[config.mk]
export PLATFORM = sky130hd
export DESIGN_NAME = id_imm_ctrl
export DESIGN_NICKNAME = d
export VERILOG_FILES = /design/src/rtl/id_imm_ctrl.sv
export SDC_FILE = /design/constraint.sdc
export NUM_CORES = 1
export LEC_CHECK = 0
export CAP_MARGIN = 20
export CORE_ASPECT_RATIO = 0.9
export CORE_UTILIZATION = 50
export DETAILED_ROUTE_END_ITERATION = 10
export PLACE_DENSITY = 0.83
export SYNTH_ARGS = -nofsm -noshare
export SYNTH_HDL_FRONTEND = slang
export SYNTH_SLANG_ARGS = --single-unit
[constraint.sdc]
create_clock -name clk -period 3.65 [get_ports clk]
set_input_delay 0.73 -clock clk [delete_from_list [all_inputs] [get_ports clk]]
set_output_delay 0.73 -clock clk [all_outputs]
set_load 0.01 [all_outputs]
[src/rtl/id_imm_ctrl.sv]
// id_imm_ctrl: decode-stage controller for the immediate extender.
// Decodes the opcode into Ext controls, then captures the extended
// immediate into a 2-entry skid-buffered ID/EX stage.
// Optional feature macro: IMM_CHECK_EN (adds sticky imm_err output driven
// by an internal reference extender).
module id_imm_ctrl #(
    parameter int          BRANCH_SHIFT = 2,
    parameter logic [31:0] RESET_IMM    = 32'h0000_0000
) (
    input  logic        clk,
    input  logic        rst_n,
    input  logic        id_valid,
    input  logic [31:0] id_instr,
    output logic        id_ready,
    input  logic        flush,
    output logic        ext_op,
    output logic        ext_high,
    output logic [15:0] ext_in,
    input  logic [31:0] ext_out,
    output logic        ex_valid,
    input  logic        ex_ready,
    output logic [31:0] ex_imm,
    output logic [1:0]  ex_kind
`ifdef IMM_CHECK_EN
    ,
    output logic        imm_err
`endif
);

    // Immediate kinds as seen by the EX stage
    localparam logic [1:0] KIND_NONE   = 2'd0;
    localparam logic [1:0] KIND_ARITH  = 2'd1;
    localparam logic [1:0] KIND_LOGIC  = 2'd2;
    localparam logic [1:0] KIND_BRANCH = 2'd3;

    // Opcodes that carry a 16-bit immediate
    localparam logic [5:0] OPC_BEQ   = 6'b000100;
    localparam logic [5:0] OPC_BNE   = 6'b000101;
    localparam logic [5:0] OPC_ADDI  = 6'b001000;
    localparam logic [5:0] OPC_ADDIU = 6'b001001;
    localparam logic [5:0] OPC_ANDI  = 6'b001100;
    localparam logic [5:0] OPC_ORI   = 6'b001101;
    localparam logic [5:0] OPC_XORI  = 6'b001110;
    localparam logic [5:0] OPC_LUI   = 6'b001111;
    localparam logic [5:0] OPC_LW    = 6'b100011;
    localparam logic [5:0] OPC_SW    = 6'b101011;

    typedef enum logic [1:0] {
        ST_EMPTY = 2'd0,
        ST_ONE   = 2'd1,
        ST_TWO   = 2'd2
    } buf_state_t;

    // Decode results
    logic [5:0]  w_opcode;
    logic        w_op;
    logic        w_high;
    logic [1:0]  w_kind;
    logic [31:0] w_imm;

    // Handshake
    logic        w_accept;
    logic        w_pop;

    // Buffer state and entries; head entry drives ex_* directly
    buf_state_t  r_state;
    logic        r_id_ready;
    logic        r_ex_valid;
    logic [31:0] r_head_imm;
    logic [1:0]  r_head_kind;
    logic [31:0] r_tail_imm;
    logic [1:0]  r_tail_kind;

    assign w_opcode = id_instr[31:26];

    // Opcode decode into Ext controls and the immediate kind
    always_comb begin
        w_op   = 1'b0;
        w_high = 1'b0;
        w_kind = KIND_NONE;
        case (w_opcode)
            OPC_ADDI, OPC_ADDIU, OPC_LW, OPC_SW: begin
                w_op   = 1'b1;
                w_kind = KIND_ARITH;
            end
            OPC_ANDI, OPC_ORI, OPC_XORI: begin
                w_kind = KIND_LOGIC;
            end
            OPC_LUI: begin
                w_high = 1'b1;
                w_kind = KIND_ARITH;
            end
            OPC_BEQ, OPC_BNE: begin
                w_op   = 1'b1;
                w_kind = KIND_BRANCH;
            end
            default: begin
                w_op   = 1'b0;
                w_high = 1'b0;
                w_kind = KIND_NONE;
            end
        endcase
    end

    // Branch offsets are word-scaled after extension; bits shifted past
    // bit 31 are dropped.
    always_comb begin
        w_imm = ext_out;
        if (w_kind == KIND_BRANCH) begin
            w_imm = ext_out << BRANCH_SHIFT;
        end
    end

    // Ext is purely combinational, so its controls follow id_instr ungated
    assign ext_op   = w_op;
    assign ext_high = w_high;
    assign ext_in   = id_instr[15:0];

    // id_ready comes straight from a register, so it has no path from ex_ready
    assign w_accept = id_valid && r_id_ready;
    assign w_pop    = r_ex_valid && ex_ready;

    assign id_ready = r_id_ready;
    assign ex_valid = r_ex_valid;
    assign ex_imm   = r_head_imm;
    assign ex_kind  = r_head_kind;

    // Buffer FSM: state, entries and registered handshake outputs
    always_ff @(posedge clk or negedge rst_n) begin
        if (!rst_n) begin
            r_state     <= ST_EMPTY;
            r_id_ready  <= 1'b1;
            r_ex_valid  <= 1'b0;
            r_head_imm  <= RESET_IMM;
            r_head_kind <= KIND_NONE;
            r_tail_imm  <= RESET_IMM;
            r_tail_kind <= KIND_NONE;
        end else if (flush) begin
            // Flush wins over any accept or pop on the same edge
            r_state     <= ST_EMPTY;
            r_id_ready  <= 1'b1;
            r_ex_valid  <= 1'b0;
            r_head_imm  <= RESET_IMM;
            r_head_kind <= KIND_NONE;
            r_tail_imm  <= RESET_IMM;
            r_tail_kind <= KIND_NONE;
        end else begin
            case (r_state)
                ST_EMPTY: begin
                    if (w_accept) begin
                        r_state     <= ST_ONE;
                        r_ex_valid  <= 1'b1;
                        r_id_ready  <= 1'b1;
                        r_head_imm  <= w_imm;
                        r_head_kind <= w_kind;
                    end
                end
                ST_ONE: begin
                    if (w_accept && !w_pop) begin
                        // Second entry queues behind the head; stop accepting
                        r_state     <= ST_TWO;
                        r_id_ready  <= 1'b0;
                        r_tail_imm  <= w_imm;
                        r_tail_kind <= w_kind;
                    end else if (!w_accept && w_pop) begin
                        r_state     <= ST_EMPTY;
                        r_ex_valid  <= 1'b0;
                        r_head_imm  <= RESET_IMM;
                        r_head_kind <= KIND_NONE;
                    end else if (w_accept && w_pop) begin
                        // Head leaves while the new entry takes its place
                        r_head_imm  <= w_imm;
                        r_head_kind <= w_kind;
                    end
                end
                ST_TWO: begin
                    if (w_pop) begin
                        r_state     <= ST_ONE;
                        r_id_ready  <= 1'b1;
                        r_head_imm  <= r_tail_imm;
                        r_head_kind <= r_tail_kind;
                        r_tail_imm  <= RESET_IMM;
                        r_tail_kind <= KIND_NONE;
                    end
                end
                default: begin
                    r_state     <= ST_EMPTY;
                    r_id_ready  <= 1'b1;
                    r_ex_valid  <= 1'b0;
                    r_head_imm  <= RESET_IMM;
                    r_head_kind <= KIND_NONE;
                    r_tail_imm  <= RESET_IMM;
                    r_tail_kind <= KIND_NONE;
                end
            endcase
        end
    end

`ifdef IMM_CHECK_EN
    logic [31:0] w_ref_ext;
    logic        r_imm_err;

    // Reference extender: what Ext should return for the current controls
    always_comb begin
        if (w_high) begin
            w_ref_ext = {id_instr[15:0], 16'h0000};
        end else if (w_op) begin
            w_ref_ext = {{16{id_instr[15]}}, id_instr[15:0]};
        end else begin
            w_ref_ext = {16'h0000, id_instr[15:0]};
        end
    end

    // Sticky mismatch flag, sampled on every accepted instruction
    always_ff @(posedge clk or negedge rst_n) begin
        if (!rst_n) begin
            r_imm_err <= 1'b0;
        end else if (w_accept && (ext_out != w_ref_ext)) begin
            r_imm_err <= 1'b1;
        end
    end

    assign imm_err = r_imm_err;
`endif

endmodule
After elaboration in Yosys (flattened, before gate mapping):

Index checks and enable logic that the tools add are counted.

* eq/ne operators: 22
* multiplexer cells: 41
* reduce and logical (&&, ||, !) cells: 17

Operators with widths (count)
* $mux 32: 10
* $pmux 32 s3: 2
* $eq 6x4->1 const B: 6
* $mux 2: 14
* $pmux 2 s3: 4
* $ne 3x3->1 const B: 5
* $eq 6x3->1 const B: 2
* $eq 6x6->1 const B: 2
* $mux 1: 9
* $reduce_and 3->1: 3
* $ne 4x4->1 const B: 2
* $reduce_and 4->1: 2
* $pmux 1 s3: 2
* $reduce_or 6->1: 1
* $logic_and 1x1->1: 5
* $reduce_or 5->1: 1
* $eq 2x2->1 const B: 2
* $ne 2x2->1 const B: 2
* $reduce_or 3->1: 1
* $eq 2x1->1 const B: 1
* $logic_not 1->1: 2
* $logic_not 2->1: 1
* $reduce_or 2->1: 1

* output and inout port bits: 54
* word-level logic and storage cells: 87
* bits of input ports: 69
* register bits after elaboration: 72

Logic depth before layout (Yosys ltp):

Gate-level depths: netlist of the first run.

* depth after elaboration: 10
* gate-level depth with buffers: 6

Worst setup path after synthesis of the first run:

Ideal clock, no wire load.

* path type: input -> output
* start: input port id_instr[31]
* end: output port ext_high
* required time: 2920 ps
* path slack: 1448 ps
* arrival: 1472 ps
* cell stages on the path: 3
* cell sequence: or3b_4 > buf_6 > nor2_1

* cells in the longest elaborated chain, start to end: 2

Ends and longest elaborated chain
* start: declaration: line 13 `input logic [31:0] id_instr,`
* $eq 6x4->1: line 81 `case (w_opcode)`
* $mux 1: line 81
* end: declaration: line 17 `output logic ext_high,`

Every way passes these cells.

Final worst setup path of the first run:

* start: input port id_instr[29]
* end: output port ext_op

* cells in the longest elaborated chain, start to end: 3
* elaborated cells between the ends (all ways): 8

Ends and longest elaborated chain
* $eq 6x3->1, or another cell as far along: line 81
* $reduce_or 6->1 (no line) *
* $mux 1 *: line 81
* end: declaration: line 16 `output logic ext_op,`

Mark *: on every way between the ends. The rest lies on a longest branch, timed or not.

==> flow_summary.ini, run 1 <==
[status]
status = completed

[synth]
synth_edf_count = 0
synth_area_um2 = 3730
synth_seq_cells = 72
ys_top_cells_by_area = dfrtp_1 48%, a221o_1 8.3%, o2bb2ai_1 7.7%
synth_top_cell_by_area = dfrtp_1
syn_nets = 437
ys_top_cells_by_count = 71 x dfrtp_1, 38 x a21oi_1, 37 x nand3_1, 33 x o2bb2ai_1
synth_ff_type = dfrtp_1
synth_cell_types = 38
synth_top_cell_area_share_pct = 47.6
avgSynthCellArea_um2 = 10.1
ys_seq_area_share_pct = 48.3
synth_most_common_cell = dfrtp_1
async_reset_ff_share_pct = 100
syn_inst = 368
yosys_warnings = 0

[layout]
nets = 492
layout-drive-gt1-share_pct = 8.64
fill_cells = 557
final_core_util_pct = 65.3
fin_cells = 521
area_delta_synth_final_pct = 25.0
diodes = 0

[route]
first_pass_iters = 5
viasPerCell = 6.29
drt_iter0_drc = 316
wl_per_cell_um = 18.9
antenna_left = 0
routed_wl_mm = 9.83
num_vias = 3277
drc_errors = 0

[pwr]
peakVddDrop_v = 0.000253
swShare_pct = 28.9
power_density_nw_per_um2 = 434
p_int_mw = 1.44
p_leak_nw = 1.87
seqPwrFrac_pct = 45.6
switching_power_mw = 0.585
pwr-share-comb_pct = 22.2
p_clk_share_pct = 32.2
total_power_mw = 2.02

[clock_network]
cts_resized = 0
clk_latency_ps = 340
postCtsSetupBuffers = 0
clk_pin_slew_worst_paths_ps = 70
cts_hold_buf = 0
cts.path.max_buffers = 2
cts_root_buffer = clkbuf_8
numCtsBuffers = 9
cts_tree = built
htree_levels = 3
cts.sinks = 72

[sta]
rsz0062_at_grt = false
worstMarginPinSlew_ps = 700
slew_violations = 0
tns_ps = 0
fmax_ghz = 0.310
relSlewSlack_pct = 53.4
period_needed_ps = 3230
fin_crit_sh_pct = 88.5
fin_ws_ps = 419
setup-violations-final = 0
clock-skew-final_ps = 6.59
hold_viol = 0

[global_route]
first_global_vias = 3319
grt_max_degree = 35
grt_first_pass_wirelength_mm = 16.4
antenna_found_initial = 0
grt-ovfl-total = 0
globalRouteTotalUtil_pct = 26.7

[worst_setup_path]
path_buf_inv = 2
end_kind = primary output
critical_path.max_stage_delay_ps = 590
critPathArrivalTime_ps = 2500
cp_max_fo = 6
rr_worst_depth = 5
crit_required_ps = 2920
crit_top_cell = clkdlybuf4s50_1
start_kind = primary input
r2r_start = r_state[1]
critPathKind = in2out
r2r-end = ex_imm[17]
path_delay_family = buffers and inverters
crit_slowest_cell = clkdlybuf4s50_1
worstPathCellList = clkdlybuf4s50_1, xnor2_1, or3_1, a21oi_1, clkdlybuf4s50_1
r2r_setup_slack_ps = 1470

[die]
die_w_um = 93.1
rows = 29
die_y_um = 84.0
fp.dieArea_um2 = 7810
initial_core_util_pct = 52.2
fp.coreArea_um2 = 7150
ioPinCount = 123

[hold_path]
min-delay-path-class = in2async

[run]
max-cap-violations = 0

[place]
dp_hpwl_mm = 6.30
pre_cts_slack_ps = 414
gp_congestion = 0.818
io_buffers = 80
place_inst = 505
## cells in the final DEF (no fill, tap or decap), types with 3 or more instances in the layout
cell type,n
and2_1,31
clkbuf_8,11
nand3b_1,4
o21bai_1,4
o2bb2ai_1,33
buf_4,11
nor2_1,3
dfrtp_1,71
nand3_1,37
o21ai_1,30
nand2_1,6
clkdlybuf4s50_1,79
a21oi_1,38
clkinv_2,3
a221o_1,31
## per-layer routing
metal	vias to the layer above	wire, µm	GRT usage, %
li1	1497	-	-
met1	1635	4360	37.3
met2	129	4750	40.7
met3	16	617	6.74
met4	0	106	8.53
met5	-	0	0
## power by group through the flow
stage          clock (mW)  combinational, mW  sequential [mW]
2_1_floorplan           0              0.234            0.943
3_3_place_gp            0              0.441            0.935
3_5_place_dp            0              0.448            0.935
4_1_cts             0.664              0.450            0.922
5_1_grt             0.707              0.488            0.932
6_report            0.652              0.450            0.923
## state kept, by name, summed over array words and instances, names as in the netlist
register,cells
ex_imm,32
id_ready,1
r_tail_imm,32
ex_valid,1
r_state,2
ex_kind,2
r_tail_kind,2
## cell type report
| cell class | count | area, µm² | share of cell area, % |
|---|---|---|---|
| Sequential cell | 72 | 1800 | 38.6 |
| Multi-Input combinational cell | 248 | 1660 | 35.6 |
| Timing Repair Buffer | 91 | 878 | 18.8 |
| Clock buffer | 11 | 151 | 3.24 |
| Tap cell | 93 | 116 | 2.49 |
| Clock inverter | 5 | 53.8 | 1.15 |
| Inverter | 1 | 3.75 | 0.0804 |
## how the worst max path moves through the flow
stage	slack, ps	endpoint	from	depth (start not counted)
2_1_floorplan	1450	ext_high	id_instr[31]	3
3_3_place_gp	470	ext_op	id_instr[29]	5
3_5_place_dp	410	ext_op	id_instr[29]	5
4_1_cts	410	ext_op	id_instr[29]	5
5_1_grt	310	ext_op	id_instr[29]	5
6_report	420	ext_op	id_instr[29]	5
## stage by stage
step                      instance area [µm²]  hold WS, ps
final                                    4670          345
after global routing                     4670          368
after CTS                                4670          347
after detailed placement                 4460          475
after global placement                   4460          472
after floorplan                          3730          434
## logic make-up after synthesis
kind of cell / after synthesis / share of synthesized area (%)
AO/OA/AOI/OAI: 151 / 29.3
XOR/XNOR: 1 / 0.235
buffers and inverters: 48 / 7.51
flip-flops: 72 / 48.3
AND/OR/NAND/NOR: 96 / 14.6
Note: power is estimated with default switching activity, not from simulation.
==> run 2, diff against run 1 <==
CORE_UTILIZATION = 29   (was 50)
PLACE_DENSITY = 0.52   (was 0.83)
==> flow_summary.ini, run 2 (synthesized netlist as in run 1, its figures left out) <==
[worst_setup_path]
start_kind = primary input
critical_path.max_stage_delay_ps = 590
critPathArrivalTime_ps = 2490
crit_slowest_cell = clkdlybuf4s50_1
crit_top_cell = clkdlybuf4s50_1
crit_required_ps = 2920
critPathKind = in2out
worstPathCellList = clkdlybuf4s50_1, xnor2_1, or3_1, a21oi_1, clkdlybuf4s50_1
cp_max_fo = 6
end_kind = primary output

[pwr]
switching_power_mw = 0.627
p_clk_share_pct = 40.7
p_int_mw = 1.70
pwr-share-comb_pct = 19.6
power_density_nw_per_um2 = 480
peakVddDrop_v = 0.000213
swShare_pct = 26.9
p_leak_nw = 1.91
seqPwrFrac_pct = 39.7

[die]
initial_core_util_pct = 30.3
die_w_um = 122
ioPinCount = 123
die_y_um = 110
fp.dieArea_um2 = 13300
rows = 38
fp.coreArea_um2 = 12300

[global_route]
grt-ovfl-total = 0
grt_first_pass_wirelength_mm = 17.5
antenna_found_initial = 0
grt_max_degree = 73
first_global_vias = 3249
globalRouteTotalUtil_pct = 17.2

[sta]
fmax_ghz = 0.311
hold_viol = 0
worstMarginPinSlew_ps = 924
tns_ps = 0
relSlewSlack_pct = 38.4
fin_crit_sh_pct = 88.1
slew_violations = 0
setup-violations-final = 0
rsz0062_at_grt = false
hold_slack_ps = 488
clock-skew-final_ps = 6.51
period_needed_ps = 3220

[clock_network]
cts.path.max_buffers = 2
cts.sinks = 72
clk_pin_slew_worst_paths_ps = 60
cts_hold_buf = 0
cts_resized = 0
clk_latency_ps = 330
postCtsSetupBuffers = 0
htree_levels = 3
numCtsBuffers = 9
cts_root_buffer = clkbuf_16
cts_tree = built

[route]
drt_iter0_drc = 230
antenna_left = 0
viasPerCell = 5.40
wl_per_cell_um = 18.4
routed_wl_mm = 10.8
first_pass_iters = 6
drc_errors = 0
num_vias = 3158

[place]
gp_congestion = 0.771
dp_hpwl_mm = 6.36
io_buffers = 80
place_inst = 569

[layout]
area_delta_synth_final_pct = 30.1
register_area_um2 = 1800
fin_cells = 585
nets = 489
multi_input_area_um2 = 1670
final_common_cell = clkdlybuf4s50_1
layout-drive-gt1-share_pct = 8.00
final_cell_mix = 79 x clkdlybuf4s50_1, 71 x dfrtp_1, 38 x a21oi_1
diodes = 0
fill_cells = 1216

[run]
max-cap-violations = 0

[status]
status = completed

[hold_path]
min-delay-path-class = reg2reg
## run 2: final cells by class
type / instances / area share (%)
inverter: 1 / 0.0773
tap: 160 / 4.12
timing repair buffer: 88 / 17.7
multi-input combinational: 248 / 34.4
clock buffer: 10 / 4.92
clock inverter: 6 / 1.70
sequential: 72 / 37.1
## run 2: final timing paths
| check | startpoint | end | slack (ps) | depth (start not counted) |
|---|---|---|---|---|
| worst max-delay path | id_instr[29] | ext_op | 430 | 5 |
| worst min-delay path | r_tail_imm[17] | r_tail_imm[17] | 490 | 1 |
| worst max register to register | r_state[1] | ex_imm[10] | 1710 | 5 |
| worst min register to register | r_tail_imm[17] | r_tail_imm[17] | 490 | 1 |
| max in group asynchronous | rst_n | ex_imm[22] | 2520 | 1 |
| min in group asynchronous | rst_n | ex_kind[1] | 530 | 1 |
## run 2: worst max-delay path: cells and delay by family
family          cells  cell delay [ps]
buf+inv             2             1140
simple gates        1              350
compound gates      1              150
xor+xnor            1              110
## run 2: metrics by stage
| stage | utilization (%) | setup WS [ps] | cell area, µm² | power [mW] |
|---|---|---|---|---|
| floorplan | - | 1450 | 3730 | 1.18 |
| global placement | 36.8 | 476 | 4530 | 1.39 |
| detailed placement | 36.8 | 442 | 4530 | 1.40 |
| CTS | 39.4 | 442 | 4850 | 2.37 |
| global route | 39.4 | 371 | 4850 | 2.43 |
| finish | 39.4 | 434 | 4850 | 2.33 |
## run 2: power groups by stage
stage	combinational [mW]	clock, mW	sequential [mW]
4_1_cts	0.462	0.981	0.924
2_1_floorplan	0.234	0	0.943
6_report	0.457	0.949	0.924
3_5_place_dp	0.460	0	0.937
5_1_grt	0.499	1.00	0.933
3_3_place_gp	0.457	0	0.937
## run 2: layer usage
metal  GRT usage, %  share of wire, %
met4           5.29              0.27
met1           23.5                48
met5              0                 0
met2           27.2                47
met3           3.79               4.2
